[src/rtl/masked_share_encoder.sv]
// Splits unmasked bytes into three Boolean shares using masks from a 32-bit Galois LFSR,
// buffered in a 2-entry FIFO. Optional LFSR reseed port: define MASKED_SHARE_ENCODER_RESEED_EN.
module masked_share_encoder #(
  parameter int          WIDTH     = 8,
  parameter logic [31:0] LFSR_SEED = 32'hACE1_1234
) (
  input  logic             clk,
  input  logic             rst_i,
  input  logic [WIDTH-1:0] in_data,
  input  logic             in_valid,
  output logic             in_ready,
  output logic [WIDTH-1:0] out1,
  output logic [WIDTH-1:0] out2,
  output logic [WIDTH-1:0] out3,
  output logic             out_valid,
  input  logic             out_ready
`ifdef MASKED_SHARE_ENCODER_RESEED_EN
  ,
  input  logic [31:0]      seed_in,
  input  logic             seed_valid
`endif
);

  // Handshake: a transfer happens on a rising edge where valid and ready are both 1;
  // valid never depends on ready, and outputs hold while valid=1 and ready=0.

  localparam logic [31:0] TAPS     = 32'h8020_0003;
  localparam logic [31:0] SEED_EFF = (LFSR_SEED == 32'd0) ? 32'd1 : LFSR_SEED;

  typedef enum logic [1:0] {
    OCC_EMPTY = 2'd0,
    OCC_ONE   = 2'd1,
    OCC_FULL  = 2'd2
  } occ_t;

  occ_t             occ_q, occ_d;
  logic [31:0]      lfsr_q;
  logic [31:0]      lfsr_adv;
  logic [WIDTH-1:0] mask1, mask2;
  logic [WIDTH-1:0] enc1;
  logic [WIDTH-1:0] head1, head2, head3;
  logic [WIDTH-1:0] tail1, tail2, tail3;
  logic             push, pop;
  logic             load_head_enc, load_head_tail, load_tail;

  assign in_ready  = (occ_q != OCC_FULL) & rst_i;
  assign out_valid = (occ_q != OCC_EMPTY);
  assign push      = in_valid & in_ready;
  assign pop       = out_valid & out_ready;
  assign out1      = head1;
  assign out2      = head2;
  assign out3      = head3;

  // 2*WIDTH Galois steps unrolled; each step emits the LSB before shifting.
  always_comb begin
    logic [31:0] s;
    logic        b;
    s     = lfsr_q;
    b     = 1'b0;
    mask1 = '0;
    mask2 = '0;
    for (int i = 0; i < 2 * WIDTH; i++) begin
      b = s[0];
      if (i < WIDTH) mask1[i] = b;
      else           mask2[i - WIDTH] = b;
      s = {1'b0, s[31:1]} ^ (b ? TAPS : 32'd0);
    end
    lfsr_adv = s;
  end

  // Only the masked share is ever formed from raw data; it goes straight into the buffer.
  assign enc1 = in_data ^ mask1 ^ mask2;

  always_ff @(posedge clk) begin
    if (!rst_i) begin
      lfsr_q <= SEED_EFF;
    end else begin
`ifdef MASKED_SHARE_ENCODER_RESEED_EN
      if (seed_valid)
        lfsr_q <= (seed_in == 32'd0) ? 32'd1 : seed_in;
      else if (push)
        lfsr_q <= lfsr_adv;
`else
      if (push)
        lfsr_q <= lfsr_adv;
`endif
    end
  end

  always_ff @(posedge clk) begin
    if (!rst_i) occ_q <= OCC_EMPTY;
    else        occ_q <= occ_d;
  end

  always_comb begin
    occ_d          = occ_q;
    load_head_enc  = 1'b0;
    load_head_tail = 1'b0;
    load_tail      = 1'b0;
    case (occ_q)
      OCC_EMPTY: begin
        if (push) begin
          load_head_enc = 1'b1;
          occ_d         = OCC_ONE;
        end
      end
      OCC_ONE: begin
        if (push && pop) begin
          load_head_enc = 1'b1;
        end else if (push) begin
          load_tail = 1'b1;
          occ_d     = OCC_FULL;
        end else if (pop) begin
          occ_d = OCC_EMPTY;
        end
      end
      OCC_FULL: begin
        if (pop) begin
          load_head_tail = 1'b1;
          occ_d          = OCC_ONE;
        end
      end
      default: occ_d = OCC_EMPTY;
    endcase
  end

  always_ff @(posedge clk) begin
    if (!rst_i) begin
      head1 <= '0;
      head2 <= '0;
      head3 <= '0;
      tail1 <= '0;
      tail2 <= '0;
      tail3 <= '0;
    end else begin
      if (load_head_enc) begin
        head1 <= enc1;
        head2 <= mask1;
        head3 <= mask2;
      end else if (load_head_tail) begin
        head1 <= tail1;
        head2 <= tail2;
        head3 <= tail3;
      end
      if (load_tail) begin
        tail1 <= enc1;
        tail2 <= mask1;
        tail3 <= mask2;
      end
    end
  end

endmodule

[config.mk]
export PLATFORM = sky130hd
export DESIGN_NAME = masked_share_encoder
export DESIGN_NICKNAME = d
export VERILOG_FILES = /design/src/rtl/masked_share_encoder.sv
export SDC_FILE = /design/constraint.sdc
export NUM_CORES = 1
export LEC_CHECK = 0
export CAP_MARGIN = 20
export CORE_MARGIN = 3
export CORE_UTILIZATION = 35
export CTS_CLUSTER_SIZE = 25
export DETAILED_ROUTE_END_ITERATION = 16
export PLACE_DENSITY_LB_ADDON = 0.3
export SYNTH_ARGS = -nofsm -noshare
export SYNTH_HDL_FRONTEND = slang
export SYNTH_SLANG_ARGS = --single-unit
[constraint.sdc]
create_clock -name clk -period 3.2 [get_ports clk]
set_clock_uncertainty 0.1 [all_clocks]
set_input_delay 0.8 -clock clk [delete_from_list [all_inputs] [get_ports clk]]
set_output_delay 0.8 -clock clk [all_outputs]
set_load 0.01 [all_outputs]
Yosys cells after proc, flatten, opt, wreduce, memory -nomap -nowiden
Index checks and enable logic that the tools add are counted.
{"block": "word_totals", "regBits": 82, "latch_bits": 0, "ramBits": 0, "romBits": 0, "out_inout_bits": 26, "word_cells": 76, "memories": 0}
{"block": "classes", "add_sub_neg": 0, "mul": 0, "n_div": 0, "order_cmp": 0, "eq_ne": 7, "n_shift": 0, "n_mux": 35, "bitwise": 21, "n_reduce_logical": 5}
{"cell": "$mux W32", "count": 16}
{"cell": "$xor A31 B32 Y32", "count": 16}
{"cell": "$mux W8", "count": 6}
{"cell": "$xor A8 B8 Y8", "count": 2}
{"cell": "$mux W2", "count": 5}
{"cell": "$ne A2 B2 Y1 const B", "count": 4}
{"cell": "$mux W1", "count": 6}
{"cell": "$pmux W2 S3", "count": 1}
{"cell": "$reduce_and A4 Y1", "count": 1}
{"cell": "$reduce_bool A2 Y1", "count": 2}
{"cell": "$and A1 B1 Y1", "count": 3}
{"cell": "$ne A3 B3 Y1 const B", "count": 1}
{"cell": "$eq A2 B1 Y1 const B", "count": 1}
{"cell": "$eq A2 B2 Y1 const B", "count": 1}
{"cell": "$logic_not A2 Y1", "count": 1}
{"cell": "$pmux W1 S2", "count": 1}
{"cell": "$logic_and A1 B1 Y1", "count": 1}

Longest topological paths before layout
{"block": "depth", "word_depth": 32, "mapped_depth": 7}

Worst setup path after synthesis
OpenSTA, ideal clock, no wires.
{"block": "synth_timing", "path_kind": "input to output", "startpoint": "input rst_i", "endpoint": "output in_ready", "t_arrival_ns": 1.509, "setup_slack_ns": 0.791, "path_stages": 3, "cell_sequence": "clkbuf_1 clkbuf_1 and2_1"}
{"block": "synth_via", "elab_chain_len": 1}
{"element": "from (decl)", "line_no": "8", "text": "input logic rst_i,"}
{"element": "$and A1 B1 Y1", "line_no": "46", "text": "assign in_ready = (occ_q != OCC_FULL) & rst_i;"}
{"element": "to (decl)", "line_no": "11", "text": "output logic in_ready,"}
Every way passes these cells.

Worst setup path in the final report
Same ends and word-level chain as after synthesis.

==> impl_metrics.toml <==
[grt]
grt_usage = 0.158
grt_first_pass_wirelength_mm = 14.6
grt_pass1_vias = 2771
antenna_found_initial = 0
grt-ovfl-total = 0
grt_max_degree = 46

[detailed_routing]
drt_iter0_drc = 254
ant_nets = 0
dr.pass1.iters = 4
post_drt_wl_per_cell_um = 15.2
viasPerCell = 5.05
drc = 0
wl_mm = 8.91
vias = 2965

[worst_setup_path]
crit_buf_inv = 2
critPathRequiredTime_ns = 2.30
regToRegStartpoint = "lfsr_q[1]"
cp-start-kind = "input pin"
cp_slowest_stage_delay_ns = 0.53
crit_top_cell = "clkdlybuf4s50_1"
critPathCaptureType = "output port"
r2r_cells = 5
rr_endpoint = "out1[4]"
worstSetupPathType = "in -> out"
cp_slowest_cell = "clkdlybuf4s50_1"
cp_top_family = "buffers and inverters"
reg2reg_slack_ns = 0.47
crit_path_max_fanout = 3
worstPathCellList = "clkdlybuf4s50_1, and2_1, clkdlybuf4s50_1"
arrival_ns = 1.96

[timing]
rsz0062_at_grt = "false"
hold_violations = 0
fmax_mhz = 350
post-route-min-period_ns = 2.86
finalSetupViolCount = 0
tightest_slew_ns = 0.819
min_period_over_period = 0.893
maxSlewViolCount = 0
setup_tns_ns = 0
max_slew_margin = 0.453

[pwr]
p_sw_mw = 2.63
internal_power_mw = 3.50
p_leak_nw = 1.68
p_clk_frac = 0.117
p_per_area_nw_per_um2 = 1360
swShare = 0.429
ir_worst_vdd_mv = 0.959
p_seq_frac = 0.237
comb_power_share = 0.646

[synthesis]
ys_seq_area_frac = 0.432
synth_cells = 416
syn_area_sq_um = 3800
syn_nets = 428
synth_cell_types = 43
avgSynthCellArea_sq_um = 9.13
ys_warn_count = 0
ys_ff_latch = 82

[final_layout]
mostFrequentLayoutCells = "dfxtp_1, nand2_1, xnor2_1, nor2_1, clkdlybuf4s50_1"
finalNonFillerCells = 587
area_growth_pct = 18.8
diodes = 0
drive_gt1_frac = 0.104
nets = 458
mostFrequentLayoutCell = "dfxtp_1"

[worst_hold_path]
hold_path.class = "reg -> reg"
hp-start = "lfsr_q[19]"
min_path_cells = 2
min_to = "lfsr_q[3]"

[clocking]
cts.sinks = 82
cts_buffers = 9
cts_root_buf = "clkbuf_8"
hold_buffers = 0
worstSkewPairLatency_ns = 0.36
clockBufferDepth = 2
clkTransAtPathRegs_ns = 0.08
post_cts_buffers = 0
cts_tree = "yes"
htreeDepth = 3
cts_resized = 0

[die]
fp-row-count = 37
initial_core_util = 0.363
die_h_um = 110
core_area_sq_um = 10500
num_io_pins = 38
die_w_um = 110
die-area_sq_um = 12100

[placed_design]
portBuffers = 37
dp_cells = 571
hpwl_mm = 5.96
place_congestion = 0.814

[status]
status = "complete, no violations"

[job]
max_cap_violations = 0
==> stage by stage <==
stage,instance area (sq um),total power [mW],utilization,setup slack [ns],hold WS [ns]
finish,4510,6.13,0.431,0.341,0.339
detailed placement,4330,5.46,0.414,0.349,0.325
global route,4510,6.58,0.431,0.310,0.364
CTS,4510,6.19,0.431,0.339,0.340
floorplan,3800,4.43,-,0.791,0.315
global placement,4330,5.40,0.414,0.357,0.325
==> worst reg2reg max path: cells and delay by family (launching register included) <==
kind                      cells  cell delay (ns)
DFF                           1             0.51
AOI/OAI and AO/OA             1             0.15
xor gates and xnor gates      4             1.92
==> flip-flops by register name, summed over array words and instances (netlist names) <==
signal / flops
lfsr_q: 32
occ_q: 2
out1: 8
out2: 8
out3: 8
tail1: 8
tail2: 8
tail3: 8
==> cell usage after synthesis (all sizes together) <==
cell,instances,area (sq um)
a211oi,16,120
a21oi,26,130
a221oi,7,67.6
a22oi,1,7.51
a311oi,6,52.6
a31oi,5,31.3
and2,1,6.26
and3,5,31.3
and3b,1,8.76
buf,3,20.0
clkbuf,29,109
dfxtp,82,1640
inv,6,22.5
mux2i,4,40.0
nand2,45,169
nand2b,1,6.26
nand3,23,115
nand3b,2,15.0
nor2,37,139
nor2b,2,12.5
nor3,12,60.1
nor3b,1,7.51
o21ai,25,125
o221ai,1,8.76
o22a,1,8.76
o22ai,2,12.5
or2,1,6.26
or3,1,6.26
or3b,1,8.76
xnor2,46,459
xnor3,7,163
xor2,15,165
xor3,1,23.8
==> per-layer routing <==
metal | part of all wire | GRT usage | vias to the layer above
li1 | - | - | 1486
met1 | 0.48 | 0.217 | 1406
met4 | 0.013 | 0.0501 | 0
met3 | 0.046 | 0.0338 | 9
met5 | 0 | 0 | -
met2 | 0.47 | 0.248 | 64
==> logic make-up after synthesis <==
family / after synthesis / synth area share
XOR/XNOR: 69 / 0.213
flip-flops: 82 / 0.432
AO/OA/AOI/OAI: 90 / 0.149
multiplexers: 4 / 0.0105
buffers and inverters: 38 / 0.0398
AND/OR/NAND/NOR: 133 / 0.156
==> layout make-up <==
type                       instances  area (sq um)
timing repair buffer              51           475
inverter                           6          22.5
fill                            1052          5950
clock inverter                     6          48.8
tap                              136           170
clock buffer                      10           138
sequential                        82          1640
multi-input combinational        296          2020
==> how the worst max path moves through the flow <==
stage	end	from	slack, ns	cells after the start
6_report	in_ready	rst_i	0.34	3
5_1_grt	in_ready	rst_i	0.31	3
4_1_cts	in_ready	rst_i	0.34	3
3_5_place_dp	in_ready	rst_i	0.35	3
3_3_place_gp	in_ready	rst_i	0.36	3
2_1_floorplan	in_ready	rst_i	0.79	3
==> power by group through the flow <==
stage	combinational, mW	clock, mW	sequential (mW)
floorplan	2.98	0	1.45
global placement	3.94	0	1.47
detailed placement	3.99	0	1.48
CTS	4.00	0.736	1.45
global route	4.31	0.788	1.48
finish	3.96	0.717	1.45
Power figures use the tool's default switching activity.
==> RTL edit 1 (same settings) <==
Make the reset (`rst_i`) asynchronous in 3 clocked blocks.
--- a/src/rtl/masked_share_encoder.sv
+++ b/src/rtl/masked_share_encoder.sv
@@ -72,5 +72,5 @@
   assign enc1 = in_data ^ mask1 ^ mask2;
 
-  always_ff @(posedge clk) begin
+  always_ff @(posedge clk or negedge rst_i) begin
     if (!rst_i) begin
       lfsr_q <= SEED_EFF;
@@ -88,5 +88,5 @@
   end
 
-  always_ff @(posedge clk) begin
+  always_ff @(posedge clk or negedge rst_i) begin
     if (!rst_i) occ_q <= OCC_EMPTY;
     else        occ_q <= occ_d;
@@ -125,5 +125,5 @@
   end
 
-  always_ff @(posedge clk) begin
+  always_ff @(posedge clk or negedge rst_i) begin
     if (!rst_i) begin
       head1 <= '0;
Function: differs if rst_i is asserted again (counterexample within 4 cycles, from zero or initial values and one cycle with rst_i low); with rst_i held inactive, the same outputs for 10 cycles.
==> RTL edit 1 against the original RTL <==
Critical endpoint is now tail1[5]$_DFFE_PN0P_. Hold slack better by 0.041 ns. Area after synthesis is 9.8% higher. Critical path type is now reg -> reg. Count of clock-buffer cells in the layout stayed put. Final area is 13% higher. Sequential cell count stayed put. Setup slack better by 0.16 ns. Sequential share of layout area is 4.3 points higher. Wire length is 0.58% higher.
Power is left out: the tool's default activity adds up to more than one toggle a clock period on the data nets, which glitch-free logic cannot reach.
==> RTL edit 1: results (changes against the original RTL) <==
Run status:
- The flow ran to the end, and the final reports show no timing, DRC or antenna violations.

Finish:
- The final-stage net count is 432 (-5.7%).
- The multi-input gate count is 277 (-6.4%).
- The count of filler cells inserted in the layout was 1,076 (+2.3%).
- The count of plain and timing-repair buffers in the layout came to 48 (-5.9%).
- The final standard cell count with taps included and fillers excluded is 568 (-3.2%).
- The sequential share of cell area came to 40.66% (+4.3 points).
- The ratio of cells with drive above 1 in the final layout was 18.12% (+7.7 points).
- The clock buffer count in the final layout came to 10 (unchanged).
- The final-layout clock-cell area share is 6.740% (+2.6 points).
- The number of logic inverters in the finished layout came to 2 (-4).
- The fraction of area in multi-input gates came to 39.83% (-4.9 points).
- The relative area of non-clock buffer cells in the final design came to 9.102% (-1.4 points).

Critical path:
- The slowest library cell on the worst path is o41ai_1.
- The data arrival time at the worst-slack endpoint was 2.84 ns (+0.88 ns).
- The category of the most critical setup path is reg -> reg.
- The maximum net fanout on the critical path is 7 (+4).
- The highest cell delay on the worst timing path is 0.79 ns (+0.26 ns).
- In this design, the largest share of critical-path delay is due to compound AO/OA/AOI/OAI gates.

Clocking:
- The clock latency of the later-clocked register in the worst-skew pair is 0.34 ns (-0.02 ns).
- The count of clock tree sinks came to 82 (unchanged).
- Clock tree synthesis selected as its root buffer the cell clkbuf_16.
- The clock-pin slew on the worst setup and hold paths was 0.06 ns (-0.02 ns).

Worst hold path:
- The class of the worst hold path is reg -> reg.

Yosys:
- The sequential-to-total area share from yosys stat came to 49.57% (+6.4 points).
- For this run, the leading register cell type out of synthesis is dfrtp_1.
- The number of different library cells in the post-synthesis netlist is 38 (-12%).
- The share of flip-flops with an asynchronous set or reset after synthesis is 100.0% (+100 points).
- The synthesized netlist net count is 394 (-7.9%).
- The commonest cells after synthesis are dfrtp_1, nand2_1, o21ai_0.
- After synthesis, the cell types taking the most area are dfrtp_1, dfstp_2, mux2_2.
- The average footprint of a synthesized cell is 10.92 sq um (+20%).

Global route:
- The global-route usage over all layers is 14.38% (-1.4 points).
- The wire length of the first global-routing pass came to 14,520 um (-0.24%).
- The maximum number of pins on one net before global-route repair was 83 (+80%).

Drt:
- The initial detailed-routing violation count came to 157 (-38%).
- The post-detailed-routing wire length is 8966 um (+0.58%).
- The count of vias placed by the detailed router is 2,745 (-7.4%).

Placed design:
- The HPWL after detailed placement came to 6060 um (+1.6%).
- The global placer's final weighted congestion is 0.7887 (-3.1%).
- The placed instance count was 551 (-3.5%).
- The setup slack after placement is 0.5444 ns (+0.1957 ns).

STA:
- The transition time at the pin with the least slew margin was 0.8538 ns (+0.03510 ns).
-- RTL edit 1: changes by cell type in the layout (fill, tap and decap cells not counted), moves of 11 or more --
cell and delta:
mux2_2 +24, a211oi_1 -16, dfstp_2 +13, dfxtp_1 -82
xnor2_1 -11, nor2_1 -13, nand3_1 -21, o21ai_0 +19
nand2_1 +15, dfrtp_1 +69
-- RTL edit 1: path summary, 6_finish.rpt --
kind / start / endpoint / slack [ns] / depth (start not counted)
min in group asynchronous: rst_i / occ_q[1]$_DFFE_PN0P_ / 0.45 / 2
worst max-delay path: lfsr_q[7]$_DFFE_PN0P_ / tail1[5]$_DFFE_PN0P_ / 0.50 / 5
worst min register to register: tail3[5]$_DFFE_PN0P_ / tail3[5]$_DFFE_PN0P_ / 0.38 / 2
worst min-delay path: tail3[5]$_DFFE_PN0P_ / tail3[5]$_DFFE_PN0P_ / 0.38 / 2
worst max register to register: lfsr_q[7]$_DFFE_PN0P_ / tail1[5]$_DFFE_PN0P_ / 0.50 / 5
max in group asynchronous: rst_i / lfsr_q[31]$_DFFE_PN1P_ / 1.89 / 3
-- RTL edit 1: metal layers --
metal	global-route usage (%)	wire length, um
met4	4.225	119
met2	22.07	4201
met3	3.316	340
met5	0	0
met1	20.39	4305
-- RTL edit 1: through the flow --
step	cell area [sq um]	hold WS, ns	util [%]
finish	5086	0.3801	44.17
global route	5086	0.4016	44.17
CTS	5066	0.3837	43.99
detailed placement	4723	0.3705	41.01
global placement	4723	0.3572	41.01
floorplan	4173	0.3446	-
-- RTL edit 1: cell families after synthesis --
| logic type | after synthesis | synth area share, % |
|---|---|---|
| xor+xnor | 63 | 19.85 |
| mux | 29 | 7.676 |
| compound gates | 79 | 9.985 |
| buf+inv | 23 | 2.129 |
| simple gates | 106 | 10.80 |
| flops | 82 | 49.57 |
==> RTL edit 2 (config.mk and constraints unchanged) <==
Made on the original files. Set the parameter `WIDTH` to 10 (it was 8).
--- a/src/rtl/masked_share_encoder.sv
+++ b/src/rtl/masked_share_encoder.sv
@@ -2,5 +2,5 @@
 // buffered in a 2-entry FIFO. Optional LFSR reseed port: define MASKED_SHARE_ENCODER_RESEED_EN.
 module masked_share_encoder #(
-  parameter int          WIDTH     = 8,
+  parameter int          WIDTH     = 10,
   parameter logic [31:0] LFSR_SEED = 32'hACE1_1234
 ) (
Interface: changed (resized in_data, out1, out2 and out3); port bits go from 38 to 46. The function was not compared with the original's and may differ.
==> RTL edit 2 against the original RTL <==
Sequential share of layout area shrank 3.4 points. Sequential cell count grew 12. First-iteration DRC count shrank 3.5%. Final area grew 26%. Wire length grew 33%. Register-to-register slack lost 0.04 ns. Setup slack gained 0.091 ns. Area after synthesis grew 24%. Critical path type is now reg -> reg.
Power is not shown: default switching activity piles up to over one toggle a cycle in this logic, so the estimate is an artifact.
==> RTL edit 2: results (changes against the original RTL) <==
Run status:
- The flow ran to the end, and the final reports show no timing, DRC or antenna violations.

Finish:
- The ratio of cells with drive above 1 in the final layout came to 8.787% (-1.6 points).
- The register name with the most flops is lfsr_q.
- The flip-flop count of the largest register after layout is 32 (unchanged).
- The final-stage net count was 578 (+26%).
- The final antenna diode count is 0 (unchanged).

Critical path:
- The highest cell delay on the worst timing path is 0.51 ns (-0.02 ns).
- The slowest library cell on the worst path is xor3_1.
- The kind of cell with the highest combined delay along the critical path is XOR/XNOR gates.
- The data arrival time at the worst-slack endpoint came to 2.94 ns (+0.98 ns).
- The maximum net fanout on the critical path came to 6 (+3).

Yosys:
- The number of different library cells in the post-synthesis netlist is 43 (unchanged).
- The share of flip-flops with an asynchronous set or reset after synthesis is 0% (unchanged).
- In the post-synthesis netlist, the biggest area contributors are dfxtp_1, nand2_1, xnor2_1.
- The sequential-to-total area share from yosys stat is 39.83% (-3.4 points).
- Ranked by instance count, the synthesized netlist is headed by nand2_1, dfxtp_1, nand3_1.
- The number of synthesis warnings is 0 (unchanged).
- The synthesized netlist net count was 541 (+26%).

Drt:
- The detailed-router iteration count before antenna repair is 5 (+1).
- The routed length on met1 is 5822 um (+37%).
- The initial detailed-routing violation count came to 245 (-3.5%).
- The routed wire length per instance is 16.04 um (+5.6%).
- The via count normalized by instance count is 4.981 (-1.4%).
- The amount of wire on met2 after detailed routing was 5403 um (+30%).
- The met3 routed wirelength came to 558 um (+37%).
- The uppermost layer routed is met4.

STA:
- The headroom to the max-slew limit is 40.39% (-4.9 points).

Global route:
- The global-route usage over all layers is 16.85% (+1.1 points).
- The maximum number of pins on one net before global-route repair is 96 (+110%).
- The number of antenna violations at the first check in global routing is 0 (unchanged).
- The number of global-route vias before repair is 3,586 (+29%).
- The wire length of the first global-routing pass is 19,420 um (+33%).

Clocking:
- The post-cts resize count is 0 (unchanged).
- The clock tree buffer depth is 2 (unchanged).
- The TritonCTS buffer count was 9 (unchanged).
- The clock latency of the later-clocked register in the worst-skew pair is 0.35 ns.
- The number of H-tree levels is 3 (unchanged).
- The clock-pin slew on the worst setup and hold paths is 0.06 ns (-0.02 ns).
- The total setup buffers inserted after CTS is 0 (unchanged).
- The cell at the root of the clock tree is clkbuf_16.

Placed design:
- The global placer's final weighted congestion is 0.7689 (-5.6%).
- The HPWL after detailed placement is 7821 um (+31%).
- The number of buffer cells added on primary ports is 45 (+22%).
- The setup slack after placement was 0.4263 ns (+0.07767 ns).

Worst hold path:
- The min-delay analysis places its worst path in the category reg -> reg.
RTL edit 2: cell types whose count changed after synthesis, moves of 11 or more:
cell      delta
nand3_1     +18
dfxtp_1     +12
nand2_1     +69
a211oi_1    -16
nor3b_1     +16
o211a_1     +21
xnor2_1     -11
xor2_1      +12
nor2_1      -14
RTL edit 2: area by class of cell:
cell class                 count  area (sq um)
timing repair buffer          64         625.6
clock buffer                  12         246.5
tap                          172         215.2
fill                        1277          7223
sequential                    94          1882
inverter                       3         11.26
multi-input combinational    392          2693
clock inverter                 4         31.28
RTL edit 2: path summary, 6_finish.rpt:
check | startpoint | to | slack (ns) | cells past startpoint
setup / recovery | lfsr_q[3]$_SDFFE_PN0P_ | out1[9]$_SDFFE_PN0P_ | 0.43 | 6
hold / removal | tail1[7]$_SDFFE_PN0P_ | tail1[7]$_SDFFE_PN0P_ | 0.36 | 2
setup reg to reg | lfsr_q[3]$_SDFFE_PN0P_ | out1[9]$_SDFFE_PN0P_ | 0.43 | 6
hold reg to reg | tail1[7]$_SDFFE_PN0P_ | tail1[7]$_SDFFE_PN0P_ | 0.36 | 2
RTL edit 2: cell families after synthesis:
kind of cell	Yosys count	synth area share [%]
buffers and inverters	41	3.443
muxes	3	0.6356
and+or+nand+nor	221	21.42
xor gates and xnor gates	78	21.95
DFF	94	39.83
AOI/OAI and AO/OA	90	12.71
RTL edit 2: metrics by stage:
stage	hold WS, ns	utilization (%)	cells	instance area, sq um
2_1_floorplan	0.3345	-	527	4725
3_3_place_gp	0.3413	41.98	725	5426
3_5_place_dp	0.3577	41.98	725	5426
4_1_cts	0.3671	44.13	741	5704
5_1_grt	0.3942	44.13	741	5704
6_report	0.3641	44.13	741	5704
RTL edit 2: tightest hold or removal path, stage by stage (launching register included):
cell and delay [ns]:
dfxtp_1 0.31, nand2_1 0.05, a21boi_1 0.05
RTL edit 2: metal layers:
metal,vias to the layer above,track usage [%]
met5,-,0
met4,0,3.149
met3,5,4.457
met2,69,26.66
met1,1777,23.42
li1,1840,-
